**config.mk**
```make
export PLATFORM = sky130hd
export DESIGN_NAME = ones_frame_tx_flat
export DESIGN_NICKNAME = d
export VERILOG_FILES = /design/src/rtl/ones_frame_pkg.sv /design/src/rtl/ones_frame_if.sv /design/src/rtl/ones_frame_piso.sv /design/src/rtl/ones_frame_tx.sv /design/src/flat_wrapper.sv
export SDC_FILE = /design/constraint.sdc
export NUM_CORES = 1
export LEC_CHECK = 0
export CORE_MARGIN = 2
export CORE_UTILIZATION = 50
export CTS_CLUSTER_SIZE = 12
export DETAILED_ROUTE_END_ITERATION = 6
export PLACE_DENSITY = 0.75
export SETUP_SLACK_MARGIN = 0.05
export SYNTH_ARGS = -nofsm -noshare
export SYNTH_HDL_FRONTEND = slang
export SYNTH_SLANG_ARGS = --single-unit
```
**constraint.sdc**
```tcl
create_clock -name clk -period 1.9 [get_ports clk]
set_input_delay 0.38 -clock clk [delete_from_list [all_inputs] [get_ports clk]]
set_output_delay 0.38 -clock clk [all_outputs]
set_load 0.02 [all_outputs]
```
**src/rtl/ones_frame_pkg.sv**
```systemverilog
// ----------------------------------------------------------------------------
// ones_frame_pkg
// Shared definitions for the two-ones framed serial link. The transmitter
// (ones_frame_tx) and the downstream "11" detector both import this package
// so that the state encoding and the line-level bit values stay in agreement.
//
// Contents:
//   state_t    - 3-bit transmitter state encoding
//   SYNC_BIT   - line value during both sync cycles
//   SEP_BIT    - line value in the separator cycle after the sync
//   STUFF_BIT  - line value in a stuff cycle that follows every payload '1'
//   IDLE_BIT   - line value while no frame is being sent
// ----------------------------------------------------------------------------
package ones_frame_pkg;

   typedef enum logic [2:0] {
      ST_IDLE  = 3'd0,
      ST_SYNC1 = 3'd1,
      ST_SYNC2 = 3'd2,
      ST_SEP   = 3'd3,
      ST_DATA  = 3'd4,
      ST_STUFF = 3'd5
   } state_t;

   // The sync "11" is the only place two consecutive ones may appear; the
   // separator and stuff zeros guarantee that for any payload.
   localparam logic SYNC_BIT  = 1'b1;
   localparam logic SEP_BIT   = 1'b0;
   localparam logic STUFF_BIT = 1'b0;
   localparam logic IDLE_BIT  = 1'b0;

endpackage : ones_frame_pkg

```
**src/rtl/ones_frame_if.sv**
```systemverilog
// ----------------------------------------------------------------------------
// ones_frame_if
// Request/line bundle between a frame source and the ones_frame_tx block.
//
// Signals:
//   start  - request to send one frame (source -> tx)
//   data   - payload, DATA_W bits      (source -> tx)
//   w      - serial line               (tx -> source/line)
//   busy   - frame on the line         (tx -> source)
//   done   - final bit of a frame      (tx -> source)
//
// Modports:
//   master - the frame source side
//   slave  - the transmitter side
// ----------------------------------------------------------------------------
interface ones_frame_if #(
   parameter int DATA_W = 8
) ();

   logic              start;
   logic [DATA_W-1:0] data;
   logic              w;
   logic              busy;
   logic              done;

   modport master (
      output start,
      output data,
      input  w,
      input  busy,
      input  done
   );

   modport slave (
      input  start,
      input  data,
      output w,
      output busy,
      output done
   );

endinterface : ones_frame_if

```
**src/rtl/ones_frame_piso.sv**
```systemverilog
// ----------------------------------------------------------------------------
// ones_frame_piso
// Parallel-load, MSB-first shift-left payload register. The bit currently on
// offer is always the MSB; each shift brings the next lower bit up and fills
// the bottom with zero.
//
// Ports:
//   clk   - clock, rising edge
//   rst   - synchronous active-high reset, clears the register
//   load  - capture din (has priority over shift)
//   shift - advance to the next payload bit
//   din   - parallel payload input
//   msb   - current payload bit
// ----------------------------------------------------------------------------
module ones_frame_piso #(
   parameter int DATA_W = 8
) (
   input  logic              clk,
   input  logic              rst,
   input  logic              load,
   input  logic              shift,
   input  logic [DATA_W-1:0] din,
   output logic              msb
);

   logic [DATA_W-1:0] sr;

   // NOTE: clocked state uses non-blocking assignments so every register
   // samples the pre-edge values regardless of process ordering.
   always_ff @(posedge clk) begin
      if (rst) begin
         sr <= '0;
      end else if (load) begin
         sr <= din;
      end else if (shift) begin
         sr <= {sr[DATA_W-2:0], 1'b0};
      end
   end

   assign msb = sr[DATA_W-1];

endmodule : ones_frame_piso

```
**src/rtl/ones_frame_tx.sv**
```systemverilog
// ----------------------------------------------------------------------------
// ones_frame_tx
// Serial frame transmitter for a two-ones detector link. A frame is
//   SYNC1(1) SYNC2(1) SEP(0) then the payload MSB first, with one stuff zero
// inserted after every payload '1', so "11" occurs only as the sync.
// Frame length is 3 + DATA_W + popcount(data) cycles; at least one idle
// (w=0) cycle separates consecutive frames.
//
// Ports:
//   clk        - clock, rising edge
//   rst        - synchronous active-high reset; aborts any frame in flight
//   bus.start  - frame request, sampled only in IDLE
//   bus.data   - payload, captured on the accepting edge
//   bus.w      - serial line (decoded from registered state)
//   bus.busy   - high from SYNC1 through the final frame bit
//   bus.done   - one-cycle pulse on the final frame bit
// ----------------------------------------------------------------------------
module ones_frame_tx #(
   parameter int DATA_W = 8
) (
   input  logic          clk,
   input  logic          rst,
   ones_frame_if.slave   bus
);

   import ones_frame_pkg::*;

   localparam int                CNT_W    = $clog2(DATA_W + 1);
   localparam logic [CNT_W-1:0]  LAST_IDX = CNT_W'(DATA_W - 1);

   state_t           state;
   state_t           state_nxt;
   logic [CNT_W-1:0] cnt;
   logic [CNT_W-1:0] cnt_nxt;
   logic             load;
   logic             shift;
   logic             cur_bit;
   logic             last;

   ones_frame_piso #(
      .DATA_W (DATA_W)
   ) u_piso (
      .clk   (clk),
      .rst   (rst),
      .load  (load),
      .shift (shift),
      .din   (bus.data),
      .msb   (cur_bit)
   );

   // cnt holds the index of the payload bit currently being sent.
   assign last = (cnt == LAST_IDX);

   always_ff @(posedge clk) begin
      if (rst) begin
         state <= ST_IDLE;
         cnt   <= '0;
      end else begin
         state <= state_nxt;
         cnt   <= cnt_nxt;
      end
   end

   // Next-state logic. The payload register advances when a bit is finished:
   // directly from DATA for a '0', or from the following STUFF for a '1'.
   // NOTE: every signal driven here gets a default first so no path can
   // leave it unassigned and infer a latch.
   always_comb begin
      state_nxt = state;
      cnt_nxt   = cnt;
      load      = 1'b0;
      shift     = 1'b0;
      case (state)
         ST_IDLE: begin
            if (bus.start) begin
               state_nxt = ST_SYNC1;
               load      = 1'b1;
               cnt_nxt   = '0;
            end
         end
         ST_SYNC1: state_nxt = ST_SYNC2;
         ST_SYNC2: state_nxt = ST_SEP;
         ST_SEP:   state_nxt = ST_DATA;
         ST_DATA: begin
            if (cur_bit) begin
               state_nxt = ST_STUFF;
            end else begin
               shift = 1'b1;
               if (last) begin
                  state_nxt = ST_IDLE;
               end else begin
                  state_nxt = ST_DATA;
                  cnt_nxt   = cnt + 1'b1;
               end
            end
         end
         ST_STUFF: begin
            shift = 1'b1;
            if (last) begin
               state_nxt = ST_IDLE;
            end else begin
               state_nxt = ST_DATA;
               cnt_nxt   = cnt + 1'b1;
            end
         end
         default: begin
            // Unused encodings recover to IDLE on the next edge.
            state_nxt = ST_IDLE;
            cnt_nxt   = '0;
         end
      endcase
   end

   // Moore output decode from registered state, counter and payload MSB.
   always_comb begin
      bus.w    = IDLE_BIT;
      bus.busy = 1'b0;
      bus.done = 1'b0;
      case (state)
         ST_SYNC1, ST_SYNC2: begin
            bus.w    = SYNC_BIT;
            bus.busy = 1'b1;
         end
         ST_SEP: begin
            bus.w    = SEP_BIT;
            bus.busy = 1'b1;
         end
         ST_DATA: begin
            bus.w    = cur_bit;
            bus.busy = 1'b1;
            // A final '0' ends the frame here; a final '1' ends in STUFF.
            bus.done = ~cur_bit & last;
         end
         ST_STUFF: begin
            bus.w    = STUFF_BIT;
            bus.busy = 1'b1;
            bus.done = last;
         end
         default: begin
            bus.w    = IDLE_BIT;
            bus.busy = 1'b0;
            bus.done = 1'b0;
         end
      endcase
   end

endmodule : ones_frame_tx

```
**src/flat_wrapper.sv**
```systemverilog
// flat-port wrapper written by rule: the top's interface ports become plain ports
module ones_frame_tx_flat import ones_frame_pkg::*;
#(
   parameter int DATA_W = 8
)
  (clk, rst, bus_start, bus_data, bus_w, bus_busy, bus_done);
  ones_frame_if #(.DATA_W(DATA_W)) bus_i ();
  input  logic clk;
  input  logic rst;
  input wire logic [$bits(bus_i.start)-1:0] bus_start;
  input wire logic [$bits(bus_i.data)-1:0] bus_data;
  output wire logic [$bits(bus_i.w)-1:0] bus_w;
  output wire logic [$bits(bus_i.busy)-1:0] bus_busy;
  output wire logic [$bits(bus_i.done)-1:0] bus_done;
  assign bus_i.start = bus_start;
  assign bus_i.data = bus_data;
  assign bus_w = bus_i.w;
  assign bus_busy = bus_i.busy;
  assign bus_done = bus_i.done;
  ones_frame_tx #(.DATA_W(DATA_W)) u_core (.clk(clk), .rst(rst), .bus(bus_i));
endmodule
```
==> results_dict.tcl <==
set metrics [dict create \
    worst_setup_hold_path_clk_slew_ns 0.10 \
    netlist.area_leader.share 0.3493 \
    regArea_um2 300.3 \
    critical_path.endpoint "bus_busy" \
    via_count_of_the_first_global_routing_pass 757 \
    peakVddDrop_uv 389.0 \
    worstPathRequired_ns 1.52 \
    ys_dominant_reg_cell "sky130_fd_sc_hd__dfxtp_1" \
    cell_area_after_synthesis_um2 859.6 \
    switching_part_of_the_total_power 0.3231 \
    compound_cell_area_share_of_the_yosys_netlist 0.2664 \
    syn_area_per_cell_um2 8.186 \
    fmax_mhz 571.0 \
    synth.distinct_cells 36 \
    synth_seq_cells 15 \
    antennaDiodeCount 0 \
    initial_core_util 0.5514 \
    clock_tree_skew_after_final_layout_ns 0.002470 \
    fp.dieW_um 45.46 \
    maxSlewViolCount 0 \
    yosys.area_share.simple 0.2707 \
    multi_input_area_um2 483.0 \
    finalWirelength_mm 1.981 \
    setup-violations-final 0 \
    power.density_cell_area_nw_per_um2 726.7 \
    holdBufCountCts 0 \
    drt_iter0_drc 21 \
    port_buffers 13 \
    synth_cells 105 \
    status "complete, no violations" \
    layout-area-overhead-vs-synth_pct 20.96 \
    timing_hold_violations_final 0 \
    accumulated_negative_setup_slack_ns 0 \
    unrepaired_setup_endpoints_after_global_routing "false" \
    pwr-share-clk 0.248 \
    worst_slew_margin_rel 0.6778 \
    fp.coreArea_um2 1559 \
    total_routing_resource_utilization_after_global_routing 0.2257 \
    synth.net_count 117 \
    routabilityCongestion 0.8284 \
    gate_power_share 0.273 \
    netlist.top_cell.by_area "sky130_fd_sc_hd__dfxtp_1" \
    synth_mux_area_frac 0 \
    timing.critical_path.fanout_max 10 \
    drc_errors 0 \
    netlist_top_cells_area "sky130_fd_sc_hd__dfxtp_1 35%, sky130_fd_sc_hd__nand3_1 7.0%, sky130_fd_sc_hd__a31oi_1 5.8%" \
    cts-root-buf "sky130_fd_sc_hd__clkbuf_4" \
    p_leak_uw 0.0003751 \
    synth_warnings 0 \
    grt_antenna_before_repair 0 \
    grt_remaining_overflow 0 \
    cts.sink_count 15 \
    dpl.hpwl_mm 1.395 \
    via_count 841 \
    wire_per_inst_um 14.36 \
    synth-xor-area-share 0.01019 \
    die_h_um 45.46 \
    clock_tree_from_tritoncts "done" \
    synth_async_sr_flop_share 0 \
    critPathLaunch "u_core.state[2]$_SDFFE_PP0P_" \
    timing.rr.end "u_core.cnt[0]$_SDFFE_PP0P_" \
    avgViaCountPerCell 6.094 \
    clk_latency_ns 0.28 \
    dominant_combinational_cell_family_by_area_after_synthesis "simple AND/OR/NAND/NOR gates" \
    drtAntennaViolNets 0 \
    tritoncts_buffer_count 3 \
    worstPathCellList "buf_4 > nor3_1 > a21oi_1 > dlygate4sd2_1" \
    setup.worst_path.end_class "output port" \
    die-area_um2 2067 \
    cp.arrival_ns 1.37 \
    clock_path_buffers 2 \
    seq_power_share 0.479 \
    synth_enable_flop_cells 0 \
    period_share 0.9217 \
    worst_hold_path_type "reg -> reg" \
    internal-power_uw 511.5 \
    crit_path_start_kind "register" \
    critPathSlowestCell "sky130_fd_sc_hd__dfxtp_1" \
    worst_path_max_stage_delay_ns 0.38 \
    tightest_slew_ns 0.4822 \
    r2r_start "u_core.state[0]$_SDFFE_PP0P_" \
    drive_above_1_share 0.1803 \
    timing.reg2reg.setup_slack_ns 0.39 \
    r2r.worst_path.cells 4 \
    cts.htree.levels 1 \
    power.net_switching_uw 244.1 \
    synth_adder_area_share 0.01456 \
    drt_pre_antenna_iters 4 \
    grt_first_pass_wirelength_mm 3.346 \
    fp-row-count 14 \
    critPathKind "reg -> out" \
    final_net_count 135 \
    final_util 0.6669 \
    final.fill_count 141 \
    grt_max_degree 18 \
    synth-seq-area-share 0.3493 \
    timing.final.crit_period_ns 1.751 \
    maxCapViolCount 0 \
    boundaryPins 14 \
]
## layout by cell type (no fill, tap or decap), types with 2 or more instances in the layout
cell,instances
sky130_fd_sc_hd__buf_4,10
sky130_fd_sc_hd__nor2_1,3
sky130_fd_sc_hd__o21ai_0,8
sky130_fd_sc_hd__nor3_1,4
sky130_fd_sc_hd__nand2_1,4
sky130_fd_sc_hd__dfxtp_1,15
sky130_fd_sc_hd__a31oi_1,8
sky130_fd_sc_hd__a21oi_1,4
sky130_fd_sc_hd__clkbuf_4,3
sky130_fd_sc_hd__nand2b_1,2
sky130_fd_sc_hd__clkbuf_2,2
sky130_fd_sc_hd__nor3b_1,2
sky130_fd_sc_hd__inv_1,4
sky130_fd_sc_hd__nand3_1,12
sky130_fd_sc_hd__clkdlybuf4s50_1,10
sky130_fd_sc_hd__o21ai_1,8
sky130_fd_sc_hd__nor2b_1,2
## what timing repair did
action                     CTS  global route
gates cloned                 0             0
setup endpoints to repair    3             2
pin swaps                    0             0
resized for setup            3             5
setup buffers                0             0
## sequential cells by signal, summed over array words and instances (netlist names)
signal / cells
u_core.state: 3
u_core.cnt: 4
u_core.u_piso.sr: 8
## metal layers
metal	up-vias	wire length (um)	GRT usage
met5	-	0	0
li1	424	-	-
met4	0	53	0.1235
met3	6	88	0.03571
met2	21	879	0.3352
met1	390	958	0.3090
## synth_stat cells (3+ instances only)
master and n:
sky130_fd_sc_hd__buf_2 4, sky130_fd_sc_hd__a31oi_1 8, sky130_fd_sc_hd__nor2_1 3, sky130_fd_sc_hd__nor3_1 4, sky130_fd_sc_hd__clkbuf_1 3, sky130_fd_sc_hd__inv_1 4, sky130_fd_sc_hd__dfxtp_1 15, sky130_fd_sc_hd__o21ai_1 8
sky130_fd_sc_hd__nand3_1 12, sky130_fd_sc_hd__o21ai_0 8, sky130_fd_sc_hd__a21oi_1 4, sky130_fd_sc_hd__nand2_1 4
## metrics by stage
stage               area, um2  power [uW]  cells  hold slack (ns)  setup slack (ns)
finish                   1040       755.6    138           0.4795            0.1487
global route             1040       799.2    138           0.5187           0.05566
detailed placement       1023       582.0    134           0.4685           0.05163
floorplan               859.6       517.5    105           0.4498            0.2048
CTS                      1047       760.3    138           0.4821           0.01927
global placement         1023       577.4    134           0.4691           0.07633
## cells by family (layout without fill, tap and decap cells)
family,after synthesis,after routing
flops,15,15
buf+inv,14,31
simple gates,38,38
compound gates,36,36
xor+xnor,1,1
fa+ha+maj,1,1
## worst min-delay path by stage
| stage | slack [ns] | cells after the start | from | endpoint |
|---|---|---|---|---|
| 2_1_floorplan | 0.45 | 2 | u_core.u_piso.sr[0]$_SDFFE_PP0P_ | u_core.u_piso.sr[0]$_SDFFE_PP0P_ |
| 4_1_cts | 0.48 | 2 | u_core.u_piso.sr[0]$_SDFFE_PP0P_ | u_core.u_piso.sr[0]$_SDFFE_PP0P_ |
| 5_1_grt | 0.52 | 2 | u_core.u_piso.sr[2]$_SDFFE_PP0P_ | u_core.u_piso.sr[3]$_SDFFE_PP0P_ |
| 6_report | 0.48 | 2 | u_core.u_piso.sr[0]$_SDFFE_PP0P_ | u_core.u_piso.sr[0]$_SDFFE_PP0P_ |
| 3_3_place_gp | 0.47 | 2 | u_core.u_piso.sr[2]$_SDFFE_PP0P_ | u_core.u_piso.sr[3]$_SDFFE_PP0P_ |
| 3_5_place_dp | 0.47 | 2 | u_core.u_piso.sr[0]$_SDFFE_PP0P_ | u_core.u_piso.sr[0]$_SDFFE_PP0P_ |
## layout make-up
class | count | share of cell area
repair buffers | 23 | 0.1865
inverters | 4 | 0.01444
clock buffers | 3 | 0.02166
clock inverters | 1 | 0.004813
well taps | 16 | 0.01925
multi-input cells | 76 | 0.4645
flip-flops and latches | 15 | 0.2888
## critical path: cells and delay by family, from the launching register on
family,cells,cell delay (ns)
AOI/OAI and AO/OA,1,0.13
buffers and inverters,2,0.53
DFF,1,0.38
and+or+nand+nor,1,0.05
## power groups by stage
| stage | clock network, uW | registers, uW | logic, uW |
|---|---|---|---|
| global placement | 0 | 368 | 209 |
| detailed placement | 0 | 369 | 213 |
| finish | 188 | 362 | 206 |
| CTS | 192 | 362 | 207 |
| global route | 205 | 366 | 228 |
| floorplan | 0 | 363 | 154 |
Note: power is estimated with default switching activity, not from simulation.
